`config.mk`:
```
export PLATFORM = sky130hd
export DESIGN_NAME = ov7670_sccb_config_seq_flat
export DESIGN_NICKNAME = d
export VERILOG_FILES = /design/src/rtl/ov7670_sccb_config_seq_if.sv /design/src/rtl/ov7670_sccb_config_seq.sv /design/src/flat_wrapper.sv
export SDC_FILE = /design/constraint.sdc
export NUM_CORES = 1
export LEC_CHECK = 0
export ABC_AREA = 1
export BUFFER_PORTS_ARGS = -buffer_cell sky130_fd_sc_hd__buf_4
export CORE_AREA = 10 10 65 121
export CTS_BUF_LIST = sky130_fd_sc_hd__clkbuf_4 sky130_fd_sc_hd__clkbuf_8
export DETAILED_ROUTE_END_ITERATION = 10
export DIE_AREA = 0 0 75 131
export PLACE_DENSITY = 0.76
export SLEW_MARGIN = 20
export SYNTH_ARGS = -nofsm -noshare
export SYNTH_HDL_FRONTEND = slang
export SYNTH_SLANG_ARGS = --single-unit
```
`constraint.sdc`:
```
create_clock -name i_clk -period 2.1 [get_ports i_clk]
set_input_delay 0.315 -clock i_clk [delete_from_list [all_inputs] [get_ports i_clk]]
set_output_delay 0.315 -clock i_clk [all_outputs]
set_load 0.03 [all_outputs]
```
`src/rtl/ov7670_sccb_config_seq_if.sv`:
```
// Config-ROM read port and SCCB pin bundle for the OV7670 init sequencer.
interface ov7670_sccb_config_seq_if;
    logic [7:0]  rom_addr;
    logic [15:0] rom_dout;
    logic        sioc;
    logic        siod_oe;

    modport master (
        output rom_addr,
        input  rom_dout,
        output sioc,
        output siod_oe
    );

    modport slave (
        input  rom_addr,
        output rom_dout,
        input  sioc,
        input  siod_oe
    );
endinterface

```
`src/rtl/ov7670_sccb_config_seq.sv`:
```
// Walks the OV7670 init ROM and plays each {reg,value} entry out as an
// SCCB 3-phase write; FFF0 entries insert a delay, FFFF ends the sequence.
module ov7670_sccb_config_seq #(
    parameter int         QTR_DIV      = 125,
    parameter int         DELAY_CYCLES = 500000,
    parameter logic [7:0] DEV_ADDR     = 8'h42
) (
    input  logic                            i_clk,
    input  logic                            i_rst,
    input  logic                            i_start,
    ov7670_sccb_config_seq_if.master        bus,
    output logic                            o_busy,
    output logic                            o_done
);

    localparam int CMAX = (DELAY_CYCLES > QTR_DIV) ? DELAY_CYCLES : QTR_DIV;
    localparam int CW   = $clog2(CMAX + 1);

    localparam logic [CW-1:0] QTR_LAST   = CW'(QTR_DIV - 1);
    localparam logic [CW-1:0] DLY_LAST   = CW'(DELAY_CYCLES - 1);
    localparam logic [CW-1:0] FETCH_LAST = CW'(1);
    localparam logic [4:0]    BIT_LAST   = 5'd26;

    typedef enum logic [3:0] {
        S_IDLE,
        S_FETCH,
        S_DECODE,
        S_START,
        S_BITS,
        S_STOP,
        S_GAP,
        S_DELAY,
        S_NEXT,
        S_DONE
    } state_t;

    state_t        r_state;
    logic [CW-1:0] r_cnt;
    logic [1:0]    r_qtr;
    logic [4:0]    r_bit;
    logic [7:0]    r_addr;
    logic [15:0]   r_entry;
    logic          r_sioc;
    logic          r_oe;

    state_t        w_state;
    logic [CW-1:0] w_cnt;
    logic [1:0]    w_qtr;
    logic [4:0]    w_bit;
    logic [7:0]    w_addr;
    logic          w_load;
    logic          w_qend;
    logic [1:0]    w_qlast;
    logic          w_sioc;
    logic          w_oe;
    logic [26:0]   w_frame;
    logic [26:0]   w_shift;

    // Ack slots are sent as 1 so the bus is released for the slave.
    assign w_frame = {DEV_ADDR, 1'b1, r_entry[15:8], 1'b1, r_entry[7:0], 1'b1};
    assign w_qend  = (r_cnt == QTR_LAST);

    always_comb begin
        w_qlast = 2'd3;
        unique case (r_state)
            S_START: w_qlast = 2'd1;
            S_STOP:  w_qlast = 2'd2;
            default: w_qlast = 2'd3;
        endcase
    end

    always_comb begin
        w_state = r_state;
        w_cnt   = r_cnt;
        w_qtr   = r_qtr;
        w_bit   = r_bit;
        w_addr  = r_addr;
        w_load  = 1'b0;

        unique case (r_state)
            S_IDLE, S_DONE: begin
                if (i_start) begin
                    w_state = S_FETCH;
                    w_addr  = 8'd0;
                end
            end
            S_FETCH: begin
                w_cnt = r_cnt + 1'b1;
                if (r_cnt == FETCH_LAST) begin
                    w_state = S_DECODE;
                    w_load  = 1'b1;
                end
            end
            S_DECODE: begin
                if (r_entry == 16'hFFFF)
                    w_state = S_DONE;
                else if (r_entry == 16'hFFF0)
                    w_state = S_DELAY;
                else
                    w_state = S_START;
            end
            S_DELAY: begin
                w_cnt = r_cnt + 1'b1;
                if (r_cnt == DLY_LAST)
                    w_state = S_NEXT;
            end
            S_NEXT: begin
                if (r_addr == 8'hFF) begin
                    w_state = S_DONE;
                end else begin
                    w_addr  = r_addr + 8'd1;
                    w_state = S_FETCH;
                end
            end
            S_START, S_BITS, S_STOP, S_GAP: begin
                w_cnt = r_cnt + 1'b1;
                if (w_qend) begin
                    w_cnt = '0;
                    w_qtr = r_qtr + 2'd1;
                    if (r_qtr == w_qlast) begin
                        unique case (r_state)
                            S_START: w_state = S_BITS;
                            S_BITS: begin
                                if (r_bit == BIT_LAST)
                                    w_state = S_STOP;
                                else
                                    w_bit = r_bit + 5'd1;
                            end
                            S_STOP:  w_state = S_GAP;
                            default: w_state = S_NEXT;
                        endcase
                    end
                end
            end
            default: w_state = S_IDLE;
        endcase

        // Every state starts with fresh quarter/bit/cycle counters.
        if (w_state != r_state) begin
            w_cnt = '0;
            w_qtr = 2'd0;
            w_bit = 5'd0;
        end
    end

    // Pin levels are decoded from the upcoming state so they register in step with it.
    always_comb begin
        w_sioc  = 1'b1;
        w_oe    = 1'b0;
        w_shift = w_frame << w_bit;
        unique case (w_state)
            S_START: w_oe = (w_qtr == 2'd1);
            S_BITS: begin
                w_sioc = w_qtr[1];
                w_oe   = ~w_shift[26];
            end
            S_STOP: begin
                w_sioc = (w_qtr != 2'd0);
                w_oe   = (w_qtr != 2'd2);
            end
            default: begin
                w_sioc = 1'b1;
                w_oe   = 1'b0;
            end
        endcase
    end

    always_ff @(posedge i_clk) begin
        if (i_rst) begin
            r_state <= S_IDLE;
            r_cnt   <= '0;
            r_qtr   <= 2'd0;
            r_bit   <= 5'd0;
            r_addr  <= 8'd0;
            r_entry <= 16'd0;
            r_sioc  <= 1'b1;
            r_oe    <= 1'b0;
        end else begin
            r_state <= w_state;
            r_cnt   <= w_cnt;
            r_qtr   <= w_qtr;
            r_bit   <= w_bit;
            r_addr  <= w_addr;
            r_sioc  <= w_sioc;
            r_oe    <= w_oe;
            if (w_load)
                r_entry <= bus.rom_dout;
        end
    end

    assign bus.rom_addr = r_addr;
    assign bus.sioc     = r_sioc;
    assign bus.siod_oe  = r_oe;
    assign o_busy       = (r_state != S_IDLE) && (r_state != S_DONE);
    assign o_done       = (r_state == S_DONE);

endmodule
```
`src/flat_wrapper.sv`:
```
// flat-port wrapper written by rule: the top's interface ports become plain ports
module ov7670_sccb_config_seq_flat 
#(
    parameter int         QTR_DIV      = 125,
    parameter int         DELAY_CYCLES = 500000,
    parameter logic [7:0] DEV_ADDR     = 8'h42
)
  (i_clk, i_rst, i_start, o_busy, o_done, bus_rom_addr, bus_rom_dout, bus_sioc, bus_siod_oe);
  ov7670_sccb_config_seq_if bus_i ();
  input  logic i_clk;
  input  logic i_rst;
  input  logic i_start;
  output logic o_busy;
  output logic o_done;
  output wire logic [$bits(bus_i.rom_addr)-1:0] bus_rom_addr;
  input wire logic [$bits(bus_i.rom_dout)-1:0] bus_rom_dout;
  output wire logic [$bits(bus_i.sioc)-1:0] bus_sioc;
  output wire logic [$bits(bus_i.siod_oe)-1:0] bus_siod_oe;
  assign bus_rom_addr = bus_i.rom_addr;
  assign bus_i.rom_dout = bus_rom_dout;
  assign bus_sioc = bus_i.sioc;
  assign bus_siod_oe = bus_i.siod_oe;
  ov7670_sccb_config_seq #(.QTR_DIV(QTR_DIV), .DELAY_CYCLES(DELAY_CYCLES), .DEV_ADDR(DEV_ADDR)) u_core (.i_clk(i_clk), .i_rst(i_rst), .i_start(i_start), .bus(bus_i), .o_busy(o_busy), .o_done(o_done));
endmodule
```
==> Word level (Yosys, flattened, before mapping) <==
Index checks and enable logic that the tools add are counted.
{ "totals": {"ff_bits": 56, "word_cells": 81, "output_inout_bits": 12, "inputBits": 19} }
{ "classes": {"n_reduce_logical": 11, "n_eq_ne": 26, "shift": 1, "add_sub_neg": 4, "bitwise": 1, "muxes": 30} }
{ "ops": {"columns": ["operator", "count"], "rows": [
  ["$pmux 19 s2", 1],
  ["$eq 16x16->1 const B", 2],
  ["$mux 4", 8],
  ["$mux 5", 6],
  ["$shl 26x5->27", 1],
  ["$eq 4x3->1 const B", 6],
  ["$pmux 4 s6", 1],
  ["$add 19x1->19 const B", 1],
  ["$eq 19x1->1 const B", 1],
  ["$eq 19x19->1 const B", 1],
  ["$eq 19x7->1 const B", 1],
  ["$mux 19", 1],
  ["$mux 8", 2],
  ["$pmux 8 s2", 1],
  ["$eq 4x2->1 const B", 3],
  ["$pmux 4 s3", 1],
  ["$add 8x1->8 const B", 1],
  ["$eq 4x4->1 const B", 2],
  ["$eq 8x8->1 const B", 1],
  ["$mux 2", 3],
  ["$ne 2x2->1 const B", 3],
  ["$reduce_bool 2->1", 3],
  ["$reduce_or 2->1", 3],
  ["$add 5x1->5 const B", 1],
  ["other kinds (18)", 19]
]} }

==> Logic depth before layout (Yosys ltp) <==
Gate-level depths: netlist of run 1.
{ "logic_depth": {"ltp_word": 11, "mapped_depth": 21, "depth_no_buf": 21} }

==> Least setup slack after synthesis of run 1 <==
Ideal clock, no wire load.
{ "synth_path": {"kind": "reg-to-reg", "startpoint": "register u_core.r_cnt[0]", "endpoint": "register u_core.r_oe (netlist: u_core.bus.siod_oe)", "setup_time_ns": 0.119, "slack_ns": -0.191, "period_less_slack_ns": 2.291, "stages_incl_launch_ff": 20, "t_required_ns": 1.981, "t_arrival_ns": 2.172, "cell_sequence": "dfxtp_1 -> inv_1 -> ha_1 -> nand2_1 -> nor2_1 -> nand3_1 -> nor2_2 -> nand2_2 -> nor2_1 -> nand2_1 -> xor2_2 -> nand3_4 -> inv_2 -> nand3_1 -> nand2_1 -> nand2_1 -> a21oi_1 -> nand2_1 -> nand3_1 -> a21oi_1"} }
{ "synth_between": {"elab_chain_len": 8, "elab_cells_between_ends": 22} }
{ "synth_rtl": {"columns": ["element", "line", "text"], "rows": [
  ["start, declared", "ov7670_sccb_config_seq.sv:38", "logic [CW-1:0] r_cnt;"],
  ["start signal, assigned", "ov7670_sccb_config_seq.sv:180", "r_cnt <= w_cnt;"],
  ["$eq 19x7->1, or another cell as far along", "ov7670_sccb_config_seq.sv:61", "assign w_qend = (r_cnt == QTR_LAST);"],
  ["$mux 4 (on tied branches)", "ov7670_sccb_config_seq.sv:117, ov7670_sccb_config_seq.sv:89, ov7670_sccb_config_seq.sv:104", null],
  ["$pmux 4 s6", "ov7670_sccb_config_seq.sv:80", "unique case (r_state)"],
  ["$ne 4x4->1", "ov7670_sccb_config_seq.sv:139", "if (w_state != r_state) begin"],
  ["$mux 5", "ov7670_sccb_config_seq.sv:139", null],
  ["$shl 26x5->27", "ov7670_sccb_config_seq.sv:150", "w_shift = w_frame << w_bit;"],
  ["$not 1->1", "ov7670_sccb_config_seq.sv:155", "w_oe = ~w_shift[26];"],
  ["$pmux 1 s3 *", "ov7670_sccb_config_seq.sv:151", "unique case (w_state)"],
  ["end signal, assigned", "ov7670_sccb_config_seq.sv:185", "r_oe <= w_oe;"],
  ["end, declared", "ov7670_sccb_config_seq.sv:44", "logic r_oe;"]
]} }
Every way passes the cells marked *; elsewhere a longest branch is shown, timed or not.
A chain may end at the register's enable or synchronous reset.

==> Worst setup path after layout of run 1 <==
{ "layout_path": {"startpoint": "register u_core.r_state[2]", "endpoint": "register u_core.r_oe (netlist: u_core.bus.siod_oe)"} }
{ "layout_between": {"elab_chain_len": 11, "elab_cells_between_ends": 38} }
{ "layout_rtl": {"columns": ["element", "line", "text"], "rows": [
  ["start, declared", "ov7670_sccb_config_seq.sv:37", "state_t r_state;"],
  ["start signal, assigned", "ov7670_sccb_config_seq.sv:179", "r_state <= w_state;"],
  ["$eq 4x3->1 / $eq 4x2->1 (equally long branches)", "ov7670_sccb_config_seq.sv:65, ov7670_sccb_config_seq.sv:80, ov7670_sccb_config_seq.sv:121", null],
  ["$pmux 2 s2", "ov7670_sccb_config_seq.sv:65", "unique case (r_state)"],
  ["$eq 2x2->1", "ov7670_sccb_config_seq.sv:120", "if (r_qtr == w_qlast) begin"],
  ["$mux 4", "ov7670_sccb_config_seq.sv:120", null],
  ["$mux 4", "ov7670_sccb_config_seq.sv:117", "if (w_qend) begin"],
  ["$pmux 4 s6", "ov7670_sccb_config_seq.sv:80", null],
  ["$ne 4x4->1", "ov7670_sccb_config_seq.sv:139", null],
  ["$mux 5", "ov7670_sccb_config_seq.sv:139", null],
  ["$shl 26x5->27", "ov7670_sccb_config_seq.sv:150", null],
  ["$not 1->1", "ov7670_sccb_config_seq.sv:155", null],
  ["$pmux 1 s3 *", "ov7670_sccb_config_seq.sv:151", null]
]} }
Marked as above.

==> metrics, run 1 <==
WL/cell=18.8 um; Slew Viols, Final=0; Final Core Density=0.871; Post-Synth XOR/XNOR Area=0.0381; MaxCap Viol Count=0; Final GP Congestion=0.987; Synth Area in Compound Gates=0.113; Total Power=2.39 mW; FF-to-FF path depth=17; Critical R2R Capture=u_core.bus.siod_oe$_SDFF_PP0_; count of state elements after synthesis=56; critical path class=flop to flop; Peak Freq=373 MHz; Post-Synth Simple-Gate Area=0.377; Post-Syn Area per Cell=6.63 sq um; initial antenna violation count=0; Static Leak=2.32 nW; Critical Path RT=2.33 ns; Die ar.=9830 sq um; mux share of post-synthesis cell area=0; hold path endpoint=u_core.r_entry[9]$_SDFFE_PP0P_; main combinational cell family by area after synthesis=simple AND/OR/NAND/NOR gates; CTS Buf Count=5; status=finished with violations; worst skew pair latency=0.36 ns; Final Hold Viols=0; Layout area overhead=62.6%; gr ovfl total=0; WL final=13600 um; I/O pin total=31; drt first pass iters=5; port bufs=30; fin crit period=2.68 ns; Primary FF master, synth=dfxtp_1; final instance area=5180 sq um; Via density=5.86; Hold Crit Start=bus_rom_dout[9]; YS warnings=0; Power Dens Cells=461 nW/um^2; CTS H-tree lvls=2; setup violators final=36; RSZ-0062 raised after global routing=true; Slew HR=0.604; R2R setup slack=-0.58 ns; first-pass GRT wire length=17300 um; post-route ant nets=0; vias in the first global route=4015; HPWL after detailed placement=7850 um; largest net degree at the start of global routing=25; sequential share of the synthesized area=0.352; hold depth=3; share of layout cells above drive strength 1=0.443; drt initial violations=301; Post-synth EDFFs=0; Syn Nets=506; Die X=75 um; Clock Sinks=56; final net count=685; setup ws final=-0.578 ns; Syn Inst Count=481; dpl cell area=4340 sq um; clock root buffer=clkbuf_8; maximum vdd drop=0.536 mV; Worst Tran Pin Value=0.588 ns; FF-to-FF Start=u_core.r_state[2]$_SDFF_PP0_; Arr. time, crit path=2.91 ns; Ant. Diodes=0; CP Launch Type=flop; Worst Hold Class=input pin to flop; crit share post-route=1.28; Cell Rows=40; crit-path max FO=7; ys async rst share=0; clock buffer depth=2; violated checks=setup timing; Layout Skew=0.0163 ns; most frequent cells in the layout=163 x buf_4, 68 x nand2_1, 67 x nor2_1; commonest non-fill, non-tap cell in the layout=buf_4; Yosys cell types=36; Vias=4244; GR Util All Layers=0.227; Worst setup EP type=flop; Chip Height=131 um; clock transition at the registers of the reported paths=0.12 ns; Core ar.=5960 sq um; initial core utilization=0.536; drt drc=0; CTS tree=done; Post-Syn Area=3190 sq um; adder-cell share of the synthesized area=0.0235
==> flip-flops by register name, summed over array words and instances (netlist names) <==
signal,count
u_core.bus.rom_addr,8
u_core.bus.sioc,1
u_core.bus.siod_oe,1
u_core.r_bit,5
u_core.r_cnt,19
u_core.r_entry,16
u_core.r_qtr,2
u_core.r_state,4
==> kinds of logic (layout without fill, tap and decap cells) <==
group,after synthesis,in the layout
buffers and inverters,79,257
flip-flops,56,56
adder cells (fa/ha/maj),6,6
AO/OA/AOI/OAI,66,66
XOR/XNOR,13,13
AND/OR/NAND/NOR,261,263
==> critical path: stages (launching register included) <==
cell and delay (ns):
dfxtp_2 0.36, buf_6 0.12, nor2_4 0.16, nand2_2 0.09, nand2_2 0.08, nand2_2 0.09
nor2_4 0.17, nand3_1 0.13, nand3_2 0.13, buf_4 0.13, nand3_4 0.11, nand2_8 0.14
nand2_4 0.09, buf_4 0.15, nor2_4 0.10, nand2_1 0.08, a31oi_1 0.29, a21oi_1 0.11
==> metal layers <==
layer	routed length, um	share of wire	GRT usage
met1	4470	0.33	0.185
met2	7190	0.53	0.455
met3	755	0.055	0.0340
met4	1190	0.087	0.161
met5	0	0	0
==> per-stage QoR <==
stage / setup slack, ns / std cells / setup TNS (ns) / hold WS, ns
global placement: -0.317 / 680 / -2.60 / 0.513
CTS: -0.292 / 702 / -2.91 / 0.196
detailed placement: -0.384 / 680 / -4.23 / 0.521
floorplan: -0.111 / 481 / -0.133 / 0.384
finish: -0.578 / 724 / -10.55 / 0.170
global route: -0.681 / 724 / -15.49 / 0.154
==> power by group <==
group	switching (mW)	internal (mW)
logic	0.350	0.248
registers	0.0166	1.09
clock network	0.435	0.253
total	0.802	1.59
==> what timing repair did <==
action | in CTS | in global routing
setup endpoints to repair | 24 | 43
pin swaps | 10 | 40
setup buffers | 13 | 21
resized for setup | 37 | 87
hold buffers | 0 | 0
gates cloned | 1 | 1
hold endpoints to repair | 0 | 0
==> worst max path at each step <==
stage / startpoint / end / slack [ns] / depth (start not counted)
floorplan: u_core.r_cnt[0]$_SDFFE_PP0P_ / u_core.bus.siod_oe$_SDFF_PP0_ / -0.11 / 20
global placement: u_core.r_cnt[0]$_SDFFE_PP0P_ / u_core.bus.siod_oe$_SDFF_PP0_ / -0.32 / 19
detailed placement: u_core.r_cnt[0]$_SDFFE_PP0P_ / u_core.r_cnt[11]$_SDFFE_PP0P_ / -0.38 / 16
CTS: u_core.r_cnt[0]$_SDFFE_PP0P_ / u_core.bus.siod_oe$_SDFF_PP0_ / -0.29 / 19
global route: u_core.r_state[2]$_SDFF_PP0_ / u_core.bus.siod_oe$_SDFF_PP0_ / -0.68 / 20
finish: u_core.r_state[2]$_SDFF_PP0_ / u_core.bus.siod_oe$_SDFF_PP0_ / -0.58 / 17
==> area by class of cell <==
cell class              count  area [sq um]
multi-input cells         348          2220
inverters                  72           275
clock buffers               5          68.8
flip-flops and latches     56          1130
repair buffers            177          1380
fillers                   298           771
clock inverters             3          28.8
well taps                  63          78.8
==> synthesized netlist by cell type, types with 3 or more instances <==
| cell type | count | area [sq um] |
|---|---|---|
| a21oi_1 | 22 | 110 |
| nor2_2 | 5 | 31.3 |
| nor4_1 | 3 | 18.8 |
| clkbuf_1 | 3 | 11.3 |
| nand2_1 | 82 | 308 |
| nor2_4 | 3 | 33.8 |
| nor2_1 | 89 | 334 |
| nor3_1 | 19 | 95.1 |
| nand4_1 | 10 | 62.6 |
| nand2_2 | 7 | 43.8 |
| ha_1 | 6 | 75.1 |
| o21ai_0 | 30 | 150 |
| inv_2 | 5 | 18.8 |
| dfxtp_1 | 56 | 1120 |
| nand3_1 | 34 | 170 |
| a211oi_1 | 4 | 30.0 |
| xor2_1 | 12 | 105 |
| inv_1 | 67 | 251 |
Power figures use the tool's default switching activity.
==> inputs of run 2 (changes only) <==
CAP_MARGIN = 20   (was not set)
CORE_AREA = 10 10 88 90   (was 10 10 65 121)
DIE_AREA = 0 0 98 100   (was 0 0 75 131)
PLACE_DENSITY = 0.72   (was 0.76)
==> metrics, run 2 (same netlist as run 1, synthesis figures left out) <==
status=finished with violations (unchanged); violated checks=setup timing (unchanged); Biggest register=u_core.r_cnt (unchanged); Peak Freq=361 MHz (was 373 MHz); hold depth=3 (unchanged); Worst Hold Class=input pin to flop (unchanged); post-route ant nets=0 (unchanged); Switch Pwr=0.662 mW (was 0.802 mW); number of flip-flops in the largest register=19 (unchanged); FF-to-FF path depth=21 (was 17); CTS H-tree lvls=2 (unchanged); Layout area overhead=51.0% (was 62.6%); CP max stage delay=0.34 ns (was 0.36 ns); largest net degree at the start of global routing=19 (was 25); Critical R2R Capture=u_core.bus.siod_oe$_SDFF_PP0_ (unchanged); WL final=10900 um (was 13600 um); final std cells w/o fill=707 (was 724); Final GP Congestion=0.921 (was 0.987); CP delay by family, top=simple AND/OR/NAND/NOR gates (unchanged); Clock Sinks=56 (unchanged); first-pass GRT wire length=15300 um (was 17300 um); Power Dens Cells=493 nW/um^2 (was 461 nW/um^2); setup violators final=28 (was 36); P_int=1.71 mW (was 1.59 mW); Core ar.=6130 sq um (was 5960 sq um); Die X=98 um (was 75 um); Final Hold Viols=0 (unchanged); Worst setup EP type=flop (unchanged); clock transition at the registers of the reported paths=0.11 ns (was 0.12 ns); WL/cell=15.4 um (was 18.8 um); Clock Power Share=0.335 (was 0.288); CTS tree=done (unchanged); Arr. time, crit path=2.98 ns (was 2.91 ns); gr ovfl total=0 (unchanged); maximum vdd drop=0.351 mV (was 0.536 mV); Critical Path RT=2.31 ns (was 2.33 ns); R2R setup slack=-0.67 ns (was -0.58 ns); setup ws final=-0.673 ns (was -0.578 ns); HPWL after detailed placement=6800 um (was 7850 um); drt initial violations=247 (was 301); worst path cell trace=inv_2 -> ha_4 -> nand2_4 -> nor2_4 -> nand3_2 -> nor2_4 -> nand2_4 -> nand2_4 -> nand2_2 -> nand2_2 -> nand3_2 -> nand2_4 -> nand3_4 -> inv_2 -> nand3_1 -> nand2_1 -> nand2_2 -> a21oi_2 -> nand2_1 -> nand3_2 -> a21oi_2 (was buf_6 -> nor2_4 -> nand2_2 -> nand2_2 -> nand2_2 -> nor2_4 -> nand3_1 -> nand3_2 -> buf_4 -> nand3_4 -> nand2_8 -> nand2_4 -> buf_4 -> nor2_4 -> nand2_1 -> a31oi_1 -> a21oi_1); Chip Height=100 um (was 131 um); switching share of power=0.279 (was 0.336); cell mode on critical path=nand2_4; drt drc=0 (unchanged); share of layout cells above drive strength 1=0.384 (was 0.443); CTS Buf Count=5 (unchanged); crit share post-route=1.32 (was 1.28); fin crit period=2.77 ns (was 2.68 ns); clock root buffer=clkbuf_8 (unchanged); final net count=654 (was 685); Final Core Density=0.785 (was 0.871); initial core utilization=0.520 (was 0.536); MaxCap Viol Count=0 (unchanged); Worst Tran Pin Value=0.521 ns (was 0.588 ns); Reg power frac=0.464 (was 0.461); RSZ-0062 raised after global routing=true (unchanged); most frequent cells in the layout=137 x buf_4, 79 x nor2_1, 72 x nand2_1 (was 163 x buf_4, 68 x nand2_1, 67 x nor2_1); Slew HR=0.652 (was 0.604); met1 Resource Use GR=0.216 (was 0.185); hold path endpoint=u_core.r_entry[9]$_SDFFE_PP0P_ (unchanged); critical path class=flop to flop (unchanged); Hold Crit Start=bus_rom_dout[9] (unchanged); GR Util All Layers=0.182 (was 0.227); dpl cells=679 (was 680); Vias=3818 (was 4244); slowest cell on the critical path=dfxtp_2 (unchanged); met3 GRT Util=0.0330 (was 0.0340); Layout Skew=0.00912 ns (was 0.0163 ns); drt first pass iters=7 (was 5); commonest non-fill, non-tap cell in the layout=buf_4 (unchanged); Via density=5.40 (was 5.86); Static Leak=2.11 nW (was 2.32 nW); CP Launch Type=flop (unchanged); CP bufs+invs=2 (was 3); worst skew pair latency=0.32 ns (was 0.36 ns); Cell Rows=29 (was 40); initial antenna violation count=0 (unchanged); vias in the first global route=3433 (was 4015); I/O pin total=31 (unchanged); crit-path max FO=7 (unchanged); cts hold-fix bufs=0 (unchanged); FF-to-FF Start=u_core.r_cnt[1]$_SDFFE_PP0P_ (was u_core.r_state[2]$_SDFF_PP0_); combinational power share=0.201 (was 0.250); Slew Viols, Final=0 (unchanged); clock buffer depth=2 (unchanged); Ant. Diodes=0 (unchanged); met2 Usage GRT=0.324 (was 0.455); Die ar.=9800 sq um (was 9830 sq um); GRT Max-Usage Layer=met2 (unchanged); port bufs=30 (unchanged); pre-CTS setup slack=-0.348 ns (was -0.384 ns)
==> run 2: how the worst max path moves through the flow <==
| stage | slack [ns] | cells past startpoint | to | startpoint |
|---|---|---|---|---|
| final | -0.67 | 21 | u_core.bus.siod_oe$_SDFF_PP0_ | u_core.r_cnt[1]$_SDFFE_PP0P_ |
| after global routing | -0.78 | 21 | u_core.bus.siod_oe$_SDFF_PP0_ | u_core.r_cnt[1]$_SDFFE_PP0P_ |
| after CTS | -0.27 | 20 | u_core.bus.siod_oe$_SDFF_PP0_ | u_core.r_cnt[0]$_SDFFE_PP0P_ |
| after detailed placement | -0.35 | 21 | u_core.bus.siod_oe$_SDFF_PP0_ | u_core.r_state[0]$_SDFF_PP0_ |
| after global placement | -0.25 | 18 | u_core.bus.siod_oe$_SDFF_PP0_ | u_core.r_state[2]$_SDFF_PP0_ |
| after floorplan | -0.11 | 20 | u_core.bus.siod_oe$_SDFF_PP0_ | u_core.r_cnt[0]$_SDFFE_PP0P_ |
==> run 2: power groups by stage <==
| stage | Combinational, mW | Clock (mW) | Sequential, mW |
|---|---|---|---|
| after floorplan | 0.191 | 0 | 1.13 |
| after global placement | 0.363 | 0 | 1.13 |
| after detailed placement | 0.374 | 0 | 1.13 |
| after CTS | 0.384 | 0.794 | 1.10 |
| final | 0.477 | 0.794 | 1.10 |
| after global routing | 0.513 | 0.826 | 1.10 |
==> run 2: routing by layer <==
metal	vias up	routed length [um]
met4	0	427
met5	-	0
li1	1848	-
met3	40	592
met2	170	5480
met1	1760	4410
==> run 2: worst min-delay path, delay by kind of cell <==
kind          cells  cell delay, ns
buf+inv           1            0.08
simple gates      2            0.11
==> run 2: timing repair <==
action | 4_1_cts | 5_1_grt
gates resized for setup | 19 | 63
setup buffers | 2 | 17
setup endpoints to repair | 25 | 37
gates cloned | 2 | 0
pin swaps | 11 | 39
==> run 2: area by class of cell <==
type | instances | area (sq um)
Sequential cell | 56 | 1140
Multi-Input combinational cell | 348 | 2050
Clock buffer | 7 | 96.3
Inverter | 72 | 273
Fill cell | 407 | 1320
Clock inverter | 1 | 30.0
Timing Repair Buffer | 146 | 1130
Tap cell | 77 | 96.3
==> run 2: through the flow <==
| step | hold WS (ns) | total power [mW] | instance area, sq um | setup TNS, ns |
|---|---|---|---|---|
| after floorplan | 0.384 | 1.32 | 3220 | -0.133 |
| after global placement | 0.460 | 1.49 | 4250 | -2.85 |
| after detailed placement | 0.465 | 1.50 | 4250 | -4.34 |
| after CTS | 0.215 | 2.28 | 4480 | -3.33 |
| after global routing | 0.217 | 2.44 | 4810 | -13.13 |
| final | 0.209 | 2.37 | 4810 | -10.17 |
==> inputs of run 3 (changes only) <==
CORE_AREA = 10 10 69 114   (was 10 10 88 90)
CTS_CLUSTER_SIZE = 16   (was not set)
DIE_AREA = 0 0 79 124   (was 0 0 98 100)
SETUP_SLACK_MARGIN = 0.1   (was not set)
==> metrics, run 3 (same netlist as run 1, synthesis figures left out) <==
status=finished with violations (unchanged); violated checks=setup timing (unchanged); WL/cell=16.6 um (was 15.4 um); WL final=12000 um (was 10900 um); Switch Pwr=0.729 mW (was 0.662 mW); hold depth=3 (unchanged); Worst Tran Pin Value=0.379 ns (was 0.521 ns); Chip Height=124 um (was 100 um); share of layout cells above drive strength 1=0.425 (was 0.384); number of flip-flops in the largest register=19 (unchanged); Die ar.=9800 sq um (about the same); FF-to-FF path depth=18 (was 21); Clock Power Share=0.347 (was 0.335); Power Dens Cells=506 nW/um^2 (was 493 nW/um^2); Peak Freq=368 MHz (was 361 MHz); final std cells w/o fill=722 (was 707); Final GP Congestion=0.949 (was 0.921); setup ws final=-0.620 ns (was -0.673 ns); clock transition at the registers of the reported paths=0.11 ns (about the same); drt initial violations=261 (was 247); Vias=3952 (was 3818); Ant. Diodes=0 (unchanged); worst skew pair latency=0.34 ns (was 0.32 ns); R2R setup slack=-0.62 ns (was -0.67 ns); Via density=5.47 (was 5.40); port bufs=30 (unchanged); Biggest register=u_core.r_cnt (unchanged); gr ovfl total=0 (unchanged); maximum vdd drop=0.718 mV (was 0.351 mV); Layout Skew=0.00561 ns (was 0.00912 ns); Critical Path RT=2.38 ns (was 2.31 ns); P_int=1.82 mW (was 1.71 mW); fillers=378 (was 407); post-route ant nets=0 (unchanged); Hold Crit Start=bus_rom_dout[12] (was bus_rom_dout[9]); Worst setup EP type=flop (unchanged); Core ar.=5930 sq um (was 6130 sq um); MaxCap Viol Count=0 (unchanged); Reg power frac=0.432 (was 0.464); setup violators final=28 (unchanged); crit-path max FO=4 (was 7); final net count=668 (was 654); clock buffer depth=2 (unchanged); initial antenna violation count=0 (unchanged); Register Area=1140 sq um (about the same); dpl cells=691 (was 679); RSZ-0062 raised after global routing=true (unchanged); Cell Rows=37 (was 29); CTS Buf Count=5 (unchanged); combinational power share=0.221 (was 0.201); Total Power=2.55 mW (was 2.37 mW); I/O pin total=31 (unchanged); CTS tree=done (unchanged); multi-input logic area=2120 sq um (was 2050 sq um); Critical R2R Capture=u_core.bus.siod_oe$_SDFF_PP0_ (unchanged); fin crit period=2.72 ns (was 2.77 ns); GR Util All Layers=0.231 (was 0.182); drt drc=0 (unchanged); HPWL after detailed placement=7570 um (was 6800 um); drt first pass iters=5 (was 7); Static Leak=2.21 nW (was 2.11 nW); vias in the first global route=4074 (was 3433); critical path class=flop to flop (unchanged); hold path endpoint=u_core.r_entry[12]$_SDFFE_PP0P_ (was u_core.r_entry[9]$_SDFFE_PP0P_); Layout area overhead=58.1% (was 51.0%); largest net degree at the start of global routing=25 (was 19); commonest non-fill, non-tap cell in the layout=buf_4 (unchanged); CTS H-tree lvls=2 (unchanged); crit share post-route=1.30 (was 1.32); Arr. time, crit path=3.00 ns (was 2.98 ns); initial core utilization=0.538 (was 0.520); cts hold-fix bufs=0 (unchanged); Final Hold Viols=0 (unchanged); Worst Hold Class=input pin to flop (unchanged); first-pass GRT wire length=18100 um (was 15300 um); clock root buffer=clkbuf_8 (unchanged); FF-to-FF Start=u_core.r_state[0]$_SDFF_PP0_ (was u_core.r_cnt[1]$_SDFFE_PP0P_); switching share of power=0.286 (was 0.279); Clock Sinks=56 (unchanged); CP Launch Type=flop (unchanged); Die X=79 um (was 98 um); Slew Viols, Final=0 (unchanged); Slew HR=0.745 (was 0.652); most frequent cells in the layout=150 x buf_4, 74 x nand2_1, 70 x nor2_1 (was 137 x buf_4, 79 x nor2_1, 72 x nand2_1)
run 3: per-stage QoR:
step           worst slack (ns)  instance area, sq um  TNS [ns]   util  hold WS (ns)
2_1_floorplan            -0.111                  3230    -0.130      -         0.384
3_3_place_gp             -0.391                  4330     -3.85  0.731         0.461
3_5_place_dp             -0.472                  4330     -5.14  0.731         0.467
4_1_cts                  -0.364                  4860     -2.59  0.820         0.196
5_1_grt                  -0.793                  5040    -12.67  0.851         0.205
6_report                 -0.620                  5040     -8.73  0.851         0.194
run 3: worst max-delay path: stages (launching register included):
cell and delay [ns]:
dfxtp_2 0.38, inv_2 0.06, nor2_4 0.12, nand2_1 0.10
nand2_1 0.13, nand2_2 0.12, nor2_4 0.19, nand2_4 0.11
nand2_2 0.10, nand3_2 0.10, nand2_2 0.10, nand2_2 0.07
nand2_4 0.14, buf_4 0.13, buf_6 0.08, nand4_1 0.15
nor3_1 0.29, a31oi_1 0.12, a21oi_2 0.17
run 3: final cells by class:
cell class	instances	area share
multi-input cells	347	0.421
repair buffers	161	0.253
flip-flops and latches	56	0.226
inverters	72	0.0541
well taps	78	0.0194
clock buffers	5	0.0136
clock inverters	3	0.0136
run 3: per-layer routing:
metal	global-route usage	share of wire	up-vias	routed length [um]
li1	-	-	1868	-
met2	0.466	0.54	183	6450
met5	0	0	-	0
met4	0.176	0.084	0	1010
met1	0.189	0.33	1819	3920
met3	0.0382	0.048	82	577
run 3: power groups by stage:
stage	Clock, mW	Combinational (mW)	Sequential [mW]
6_report	0.886	0.563	1.10
5_1_grt	0.926	0.595	1.10
4_1_cts	0.886	0.502	1.10
3_5_place_dp	0	0.398	1.12
3_3_place_gp	0	0.390	1.12
2_1_floorplan	0	0.194	1.13
run 3: timing repair:
action	in CTS	in global routing
pin swaps	29	36
endpoints found under the setup margin	33	46
hold endpoints to repair	0	0
gates resized for setup	61	44
gates cloned	1	0
buffers inserted	19	6
run 3: worst max path at each step:
stage | endpoint | start | depth (start not counted)
after floorplan | u_core.bus.siod_oe$_SDFF_PP0_ | u_core.r_cnt[0]$_SDFFE_PP0P_ | 20
after global placement | u_core.bus.siod_oe$_SDFF_PP0_ | u_core.r_cnt[1]$_SDFFE_PP0P_ | 18
after detailed placement | u_core.bus.siod_oe$_SDFF_PP0_ | u_core.r_cnt[1]$_SDFFE_PP0P_ | 18
after CTS | u_core.bus.siod_oe$_SDFF_PP0_ | u_core.r_cnt[1]$_SDFFE_PP0P_ | 18
after global routing | u_core.bus.siod_oe$_SDFF_PP0_ | u_core.r_state[0]$_SDFF_PP0_ | 22
final | u_core.bus.siod_oe$_SDFF_PP0_ | u_core.r_state[0]$_SDFF_PP0_ | 18
